## config.mk

```make
export PLATFORM = sky130hd
export DESIGN_NAME = button_press_decoder
export DESIGN_NICKNAME = d
export VERILOG_FILES = /design/src/rtl/button_press_decoder.sv
export SDC_FILE = /design/constraint.sdc
export NUM_CORES = 1
export LEC_CHECK = 0
export ABC_AREA = 1
export BUFFER_PORTS_ARGS = -buffer_cell sky130_fd_sc_hd__buf_2
export CORE_MARGIN = 2
export CORE_UTILIZATION = 40
export CTS_CLUSTER_DIAMETER = 120
export DETAILED_ROUTE_END_ITERATION = 8
export SYNTH_ARGS = -nofsm -noshare
export SYNTH_HDL_FRONTEND = slang
export SYNTH_SLANG_ARGS = --single-unit
```

## constraint.sdc

```tcl
create_clock -name clk -period 1.63 [get_ports clk]
set_clock_uncertainty 0.05 [all_clocks]
set_input_delay 0.2445 -clock clk [delete_from_list [all_inputs] [get_ports clk]]
set_output_delay 0.2445 -clock clk [all_outputs]
set_load 0.03 [all_outputs]
```

## src/rtl/button_press_decoder.sv

```systemverilog
// button_press_decoder: turns a debounced button level into short/long/double press pulses.
// Latency: pulses are registered and appear on the clock edge that detects the qualifying event.
// Backpressure: none; every pulse is a one-cycle strobe that the consumer must sample.
//
// Ports:
//   clk           system clock, rising edge
//   rst           asynchronous active-low reset
//   button_valid  debounced button level (1 = pressed), synchronous to clk
//   short_press   one-cycle pulse when a single short press completes (gap timeout)
//   long_press    one-cycle pulse when a hold reaches LONG_PRESS_MS
//   double_press  one-cycle pulse on release of the second press of a double press
//   busy          high whenever the decoder is not idle
module button_press_decoder #(
  parameter int CLK_FREQ      = 95_000,  // clock cycles per ms
  parameter int LONG_PRESS_MS = 1000,
  parameter int DOUBLE_GAP_MS = 300
) (
  input  logic clk,
  input  logic rst,
  input  logic button_valid,
  output logic short_press,
  output logic long_press,
  output logic double_press,
  output logic busy
);

  localparam int PRE_W  = (CLK_FREQ > 1) ? $clog2(CLK_FREQ) : 1;
  localparam int MS_MAX = (LONG_PRESS_MS > DOUBLE_GAP_MS) ? LONG_PRESS_MS : DOUBLE_GAP_MS;
  localparam int MS_W   = $clog2(MS_MAX + 1);

  localparam logic [PRE_W-1:0] PRE_LAST  = PRE_W'(CLK_FREQ - 1);
  localparam logic [PRE_W-1:0] PRE_ONE   = PRE_W'(1);
  localparam logic [MS_W-1:0]  MS_SAT    = MS_W'(MS_MAX);
  localparam logic [MS_W-1:0]  MS_ONE    = MS_W'(1);
  localparam logic [MS_W-1:0]  LONG_LAST = MS_W'(LONG_PRESS_MS - 1);
  localparam logic [MS_W-1:0]  GAP_LAST  = MS_W'(DOUBLE_GAP_MS - 1);

  typedef enum logic [2:0] {
    S_IDLE,
    S_PRESS1,
    S_LONG_HELD,
    S_WAIT_GAP,
    S_PRESS2
  } state_t;

  state_t           state_q, state_d;
  logic             prev_q;
  logic [PRE_W-1:0] pre_q, pre_d;
  logic [MS_W-1:0]  ms_q, ms_d;
  logic             short_q, short_d;
  logic             long_q, long_d;
  logic             double_q, double_d;
  logic             busy_q, busy_d;

  logic rise, fall, tick;

  assign rise = button_valid & ~prev_q;
  assign fall = ~button_valid & prev_q;
  assign tick = (pre_q == PRE_LAST);

  always_comb begin
    state_d  = state_q;
    short_d  = 1'b0;
    long_d   = 1'b0;
    double_d = 1'b0;

    // Restarting the prescaler on every edge keeps ms thresholds exact relative to that edge.
    if (rise || fall || tick) begin
      pre_d = '0;
    end else begin
      pre_d = pre_q + PRE_ONE;
    end

    // Edges are tested before timeouts so a coincident edge always wins.
    case (state_q)
      S_IDLE: begin
        if (rise) state_d = S_PRESS1;
      end
      S_PRESS1: begin
        if (fall) begin
          state_d = S_WAIT_GAP;
        end else if (tick && ms_q == LONG_LAST) begin
          state_d = S_LONG_HELD;
          long_d  = 1'b1;
        end
      end
      S_LONG_HELD: begin
        if (fall) state_d = S_IDLE;
      end
      S_WAIT_GAP: begin
        if (rise) begin
          state_d = S_PRESS2;
        end else if (tick && ms_q == GAP_LAST) begin
          state_d = S_IDLE;
          short_d = 1'b1;
        end
      end
      S_PRESS2: begin
        if (fall) begin
          state_d  = S_IDLE;
          double_d = 1'b1;
        end
      end
      default: state_d = S_IDLE;
    endcase

    // ms counter restarts on every state change and saturates instead of wrapping.
    if (state_d != state_q) begin
      ms_d = '0;
    end else if (tick && ms_q != MS_SAT) begin
      ms_d = ms_q + MS_ONE;
    end else begin
      ms_d = ms_q;
    end

    busy_d = (state_d != S_IDLE);
  end

  always_ff @(posedge clk or negedge rst) begin
    if (!rst) begin
      state_q  <= S_IDLE;
      prev_q   <= 1'b0;
      pre_q    <= '0;
      ms_q     <= '0;
      short_q  <= 1'b0;
      long_q   <= 1'b0;
      double_q <= 1'b0;
      busy_q   <= 1'b0;
    end else begin
      state_q  <= state_d;
      prev_q   <= button_valid;
      pre_q    <= pre_d;
      ms_q     <= ms_d;
      short_q  <= short_d;
      long_q   <= long_d;
      double_q <= double_d;
      busy_q   <= busy_d;
    end
  end

  assign short_press  = short_q;
  assign long_press   = long_q;
  assign double_press = double_q;
  assign busy         = busy_q;

endmodule
```

==> flow_metrics.env, run 1 <==
export IMPL_status="finished with violations"
export IMPL_violations="negative setup slack"
export IMPL_area_delta_synth_final_pct=40.06
export IMPL_avgSynthCellArea_sq_um=8.057
export IMPL_r2r_cells=12
export IMPL_maxCapViolCount=0
export IMPL_io_buffers=6
export IMPL_grt_pass1_vias=1872
export IMPL_cp_data_required_time_ns=1.76
export IMPL_ys_types=34
export IMPL_layout_min_cycle_time_ns=1.760
export IMPL_crit_slowest_cell="dfrtp_1"
export IMPL_drtIter0Drc=41
export IMPL_whs_ns=0.05061
export IMPL_cts_htree_levels=2
export IMPL_endpoint_kind="register"
export IMPL_antenna_found_initial=0
export IMPL_die_area_sq_um=5917
export IMPL_clkSinkCount=35
export IMPL_routed_via_density=4.681
export IMPL_crit_chain="ha_2, nand2_2, nor2_4, nand2_2, nor2_4, nand3_4, a21oi_4, nand2_2, nand2_2, nand2_4, nand2_8, nor2_2"
export IMPL_crit_arrival_ns=1.89
export IMPL_ant_nets=0
export IMPL_p_leak_nw=1.314
export IMPL_start_util=0.4165
export IMPL_hold_viol_final=0
export IMPL_synth_seq_area_share=0.4118
export IMPL_drive_gt1_frac=0.4701
export IMPL_yosysWarnings=0
export IMPL_crit_top_cell="nand2_2"
export IMPL_diodes=0
export IMPL_slew_headroom=0.6688
export IMPL_rsz0062_at_grt="yes"
export IMPL_maxSlewViolCount=0
export IMPL_ir_worst_vdd_v=0.0005477
export IMPL_grt_max_degree=36
export IMPL_finalCritPeriodShare=1.080
export IMPL_async_flop_share=1.000
export IMPL_place_detailed_hpwl_um=3212
export IMPL_ys_ff_latch=35
export IMPL_dpl_cell_area_sq_um=2587
export IMPL_critPathBufInv=0
export IMPL_fin_area_sq_um=2979
export IMPL_routabilityCongestion=0.8224
export IMPL_cp_depth=12
export IMPL_hold_class="in2reg"
export IMPL_cts_tree="done"
export IMPL_cts_root_buf="clkbuf_8"
export IMPL_dp_slack_ns=-0.1926
export IMPL_layout_commonest_cell="buf_4"
export IMPL_fin_util=0.5833
export IMPL_wire_per_inst_um=11.63
export IMPL_cts_buffer_depth=2
export IMPL_overflow=0
export IMPL_worst_slew_pin_transition_ns=0.4922
export IMPL_reg2reg_slack_ns=-0.13
export IMPL_final_cell_mix="53 x buf_4, 39 x nand2_1, 33 x dfrtp_1"
export IMPL_whs_path_depth=1
export IMPL_die_w_um=76.92
export IMPL_grt_total_usage=0.1724
export IMPL_worst_setup_path_start_kind="register"
export IMPL_io_pins=7
export IMPL_nNetsFinal=341
export IMPL_die_h_um=76.92
export IMPL_path_max_fanout=5
export IMPL_cts_made_buffers=5
export IMPL_fin_ws_ns=-0.1304
export IMPL_rows=26
export IMPL_drt_pre_antenna_iters=4
export IMPL_cpPeakStageDelay_ns=0.36
export IMPL_path_clk_slew_ns=0.07
export IMPL_worstSetupPathType="reg2reg"
export IMPL_num_vias=1891
export IMPL_synth_nets=272
export IMPL_fmax_mhz=568.1
export IMPL_totalWireLength_um=4699
export IMPL_drc_errors=0
export IMPL_synthesis_area_sq_um=2127
export IMPL_synth_main_ff_cell="dfrtp_1"
export IMPL_clk_latency_ns=0.29
export IMPL_power_density_nw_per_um2=870.4
export IMPL_setup_violations=12
export IMPL_grt_pass1_wl_um=8107
export IMPL_syn_inst=264
export IMPL_cp_top_family="simple AND/OR/NAND/NOR gates"
export IMPL_core_area_sq_um=5107
export IMPL_synth_edff_count=0
==> Yosys cell counts (2+ instances only) <==
library cell | n | share of area
nor3_1 | 9 | 0.021
a21oi_1 | 10 | 0.024
o21ai_0 | 4 | 0.0094
nor2_2 | 18 | 0.053
nor4_1 | 3 | 0.0088
o21a_1 | 2 | 0.0071
nor2_4 | 6 | 0.032
nand3_2 | 3 | 0.014
inv_1 | 30 | 0.053
nand4_1 | 4 | 0.012
dfrtp_1 | 35 | 0.41
nand2_2 | 8 | 0.024
nor2_1 | 30 | 0.053
ha_1 | 5 | 0.029
nand2_1 | 51 | 0.090
nand3_1 | 15 | 0.035
xor2_1 | 5 | 0.021
xnor2_1 | 2 | 0.0082
inv_2 | 9 | 0.016
==> final timing paths <==
check,from,endpoint
min,button_valid,prev_q$_DFF_PN0_
min in group asynchronous,rst,pre_q[6]$_DFF_PN0_
max in group asynchronous,rst,ms_q[9]$_DFFE_PN0P_
max,ms_q[1]$_DFFE_PN0P_,ms_q[9]$_DFFE_PN0P_
max reg2reg,ms_q[1]$_DFFE_PN0P_,ms_q[9]$_DFFE_PN0P_
min reg2reg,state_q[2]$_DFF_PN0_,double_press$_DFF_PN0_
==> registers in the layout (all words and copies together), names as in the netlist <==
signal and cells:
pre_q 17, ms_q 10, state_q 3, busy 1
double_press 1, long_press 1, prev_q 1, short_press 1
==> through the flow <==
stage	cells	setup TNS, ns	power, mW
6_report	404	-1.315	2.593
4_1_cts	400	-0.9134	2.510
3_3_place_gp	385	-1.905	1.646
2_1_floorplan	264	-0.5865	1.481
3_5_place_dp	385	-2.080	1.650
5_1_grt	404	-2.932	2.745
==> layer usage <==
metal	share of wire	global-route usage	vias to the layer above
met2	0.49	0.2947	20
met4	0.023	0.06545	0
met1	0.46	0.2095	887
met5	0	0	-
met3	0.027	0.04118	10
li1	-	-	974
==> cell families (layout without fill, tap and decap cells) <==
| group | count (synthesis) | count (layout) | synth area share |
|---|---|---|---|
| simple gates | 155 | 156 | 0.3929 |
| buf+inv | 41 | 110 | 0.07294 |
| flops | 35 | 35 | 0.4118 |
| compound gates | 20 | 20 | 0.05883 |
| xor+xnor | 7 | 7 | 0.02882 |
| fa+ha+maj | 5 | 5 | 0.02941 |
| mux | 1 | 1 | 0.005294 |
==> power by group <==
group,leakage (nW),internal (mW),switching [mW]
combinational,0.788,0.346,0.573
sequential,0.475,0.921,0.0574
clock,0.0515,0.386,0.311
==> repair_timing <==
| action | in CTS | in global routing |
|---|---|---|
| endpoints found under the setup margin | 19 | 28 |
| hold buffers | 1 | 0 |
| gates cloned | 1 | 0 |
| setup buffers | 5 | 4 |
| pin swaps | 7 | 5 |
| hold endpoints to repair | 35 | 0 |
| resized for setup | 20 | 35 |
==> final cells by class <==
type                            count  area (sq um)
Clock buffer                        8         100.1
Multi-Input combinational cell    189          1296
Tap cell                           70         87.58
Inverter                           40         156.4
Fill cell                         454          2128
Sequential cell                    35         878.3
Timing Repair Buffer               62         460.4
Note: power is estimated with default switching activity, not from simulation.
==> inputs of run 2 (changes only) <==
CTS_CLUSTER_SIZE = 16   (was unset)
SKIP_LAST_GASP = 1   (was unset)
==> run 2 against run 1 <==
  * The run still ends with negative setup slack left
  * Global-route usage about the same
  * Maximum frequency down 0.90%
  * Sequential power down 0.4%
  * First-iteration DRC count up 20%
  * Sequential cell count unchanged
  * Clock power about the same
  * Critical path depth unchanged
==> flow_metrics.env, run 2 (synthesis gave the netlist of run 1 again) <==
export IMPL_status="finished with violations"
export IMPL_violations="negative setup slack"
export IMPL_diodes=0
export IMPL_maxCapViolCount=0
export IMPL_whs_ns=0.04842
export IMPL_slew_headroom=0.6694
export IMPL_p_leak_nw=1.316
export IMPL_grt_max_degree=36
export IMPL_clk_latency_ns=0.29
export IMPL_wire_per_inst_um=11.75
export IMPL_core_area_sq_um=5107
export IMPL_power_density_nw_per_um2=858.7
export IMPL_top_register="pre_q"
export IMPL_cts_tree="done"
export IMPL_die_h_um=76.92
export IMPL_hold_viol_final=0
export IMPL_path_clk_slew_ns=0.07
export IMPL_drive_gt1_frac=0.4655
export IMPL_fmax_mhz=562.9
export IMPL_whs_path_depth=1
export IMPL_multi_input_area_sq_um=1284
export IMPL_fin_total_pwr_mw=2.539
export IMPL_grt_total_usage=0.1726
export IMPL_finalCritPeriodShare=1.090
export IMPL_grt_pass1_wl_um=8121
export IMPL_cts_htree_levels=2
export IMPL_endpoint_kind="register"
export IMPL_start_util=0.4165
export IMPL_worst_slew_pin_transition_ns=0.4913
export IMPL_cts_root_buf="clkbuf_8"
export IMPL_fin_area_sq_um=2957
export IMPL_n_fill_cell=461
export IMPL_p_int_mw=1.625
export IMPL_drtIter0Drc=49
export IMPL_place_detailed_hpwl_um=3212
export IMPL_fin_tns_setup_ns=-1.670
export IMPL_die_area_sq_um=5917
export IMPL_io_pins=7
export IMPL_hold_end="prev_q$_DFF_PN0_"
export IMPL_grt_pass1_vias=1873
export IMPL_area_delta_synth_final_pct=39.00
export IMPL_p_sw_uw=913.4
export IMPL_routed_via_density=4.658
export IMPL_drc_errors=0
export IMPL_antenna_found_initial=0
export IMPL_rr_startpoint="ms_q[1]$_DFFE_PN0P_"
export IMPL_die_w_um=76.92
export IMPL_p_seq_frac=0.384
export IMPL_min_delay_start="button_valid"
export IMPL_path_max_fanout=5
export IMPL_layout_min_cycle_time_ns=1.776
export IMPL_worstSetupPathType="reg2reg"
export IMPL_cts_buffer_depth=2
export IMPL_top_regs="pre_q (17), ms_q (10), state_q (3)"
export IMPL_dpl_cell_area_sq_um=2587
export IMPL_rsz0062_at_grt="yes"
export IMPL_hold_class="in2reg"
export IMPL_cp_data_required_time_ns=1.76
export IMPL_final_cell_mix="53 x buf_4, 40 x nand2_1, 32 x dfrtp_1"
export IMPL_ant_nets=0
export IMPL_setup_violations=16
export IMPL_dp_slack_ns=-0.1926
export IMPL_crit_arrival_ns=1.91
export IMPL_routabilityCongestion=0.8224
export IMPL_largest_reg_flops=17
export IMPL_switching_share=0.3598
export IMPL_totalWireLength_um=4734
export IMPL_layout_commonest_cell="buf_4"
export IMPL_maxSlewViolCount=0
export IMPL_reg2reg_slack_ns=-0.15
export IMPL_nNetsFinal=340
export IMPL_clockPowerShare=0.275
export IMPL_worst_setup_path_start_kind="register"
export IMPL_seq_area_sq_um=879.6
export IMPL_fin_ws_ns=-0.1464
export IMPL_overflow=0
export IMPL_drt_pre_antenna_iters=4
export IMPL_r2r_cells=12
export IMPL_r2r_end="ms_q[7]$_DFFE_PN0P_"
export IMPL_io_buffers=6
export IMPL_clkSinkCount=35
export IMPL_combPwrFrac=0.342
export IMPL_num_vias=1877
export IMPL_ir_worst_vdd_v=0.0004860
export IMPL_cts_made_buffers=5
export IMPL_rows=26
[run 2: final cells by class]
type | instances | share of cell area
Multi-Input combinational cell | 189 | 0.4342
Sequential cell | 35 | 0.2975
Timing Repair Buffer | 61 | 0.1519
Inverter | 40 | 0.05290
Clock buffer | 8 | 0.03386
Tap cell | 70 | 0.02962
[run 2: layer usage]
layer | vias up | GRT usage | share of wire
li1 | 969 | - | -
met1 | 871 | 0.2095 | 0.46
met2 | 27 | 0.2956 | 0.49
met3 | 10 | 0.04118 | 0.031
met4 | 0 | 0.06545 | 0.023
met5 | - | 0 | 0
[run 2: worst max path at each step]
stage / end / start / slack, ns / depth (start not counted)
floorplan: ms_q[4]$_DFFE_PN0P_ / ms_q[0]$_DFFE_PN0P_ / -0.06 / 12
global placement: ms_q[7]$_DFFE_PN0P_ / pre_q[0]$_DFF_PN0_ / -0.18 / 12
detailed placement: ms_q[9]$_DFFE_PN0P_ / pre_q[1]$_DFF_PN0_ / -0.19 / 12
CTS: ms_q[9]$_DFFE_PN0P_ / ms_q[1]$_DFFE_PN0P_ / -0.09 / 12
global route: ms_q[9]$_DFFE_PN0P_ / ms_q[1]$_DFFE_PN0P_ / -0.25 / 12
finish: ms_q[7]$_DFFE_PN0P_ / ms_q[1]$_DFFE_PN0P_ / -0.15 / 12
[run 2: timing repair]
item,CTS,global route
gates resized for setup,18,32
endpoints found under the setup margin,19,27
hold buffers,1,0
cloned,1,0
hold endpoints to repair,35,0
setup buffers,5,3
pin swaps,7,11
[run 2: critical path, cell delays in order (launching register included)]
cell and delay (ns):
dfrtp_1 0.36, ha_2 0.19, nand2_2 0.07, nor2_4 0.11
nand2_2 0.09, nor2_4 0.12, nand3_4 0.10, a21oi_4 0.17
nand3_2 0.10, nand2_2 0.10, clkinv_4 0.10, nand2_8 0.09
nor2_2 0.04
[run 2: power groups by stage]
stage	Combinational, mW	Clock [mW]	Sequential (mW)
6_report	0.868	0.697	0.974
3_3_place_gp	0.660	0	0.986
5_1_grt	0.944	0.760	0.979
3_5_place_dp	0.664	0	0.986
2_1_floorplan	0.474	0	1.01
4_1_cts	0.822	0.714	0.971
[run 2: through the flow]
step / std cells / util
finish: 403 / 0.5789
floorplan: 264 / -
global placement: 385 / 0.5066
detailed placement: 385 / 0.5066
global route: 403 / 0.5789
CTS: 400 / 0.5505
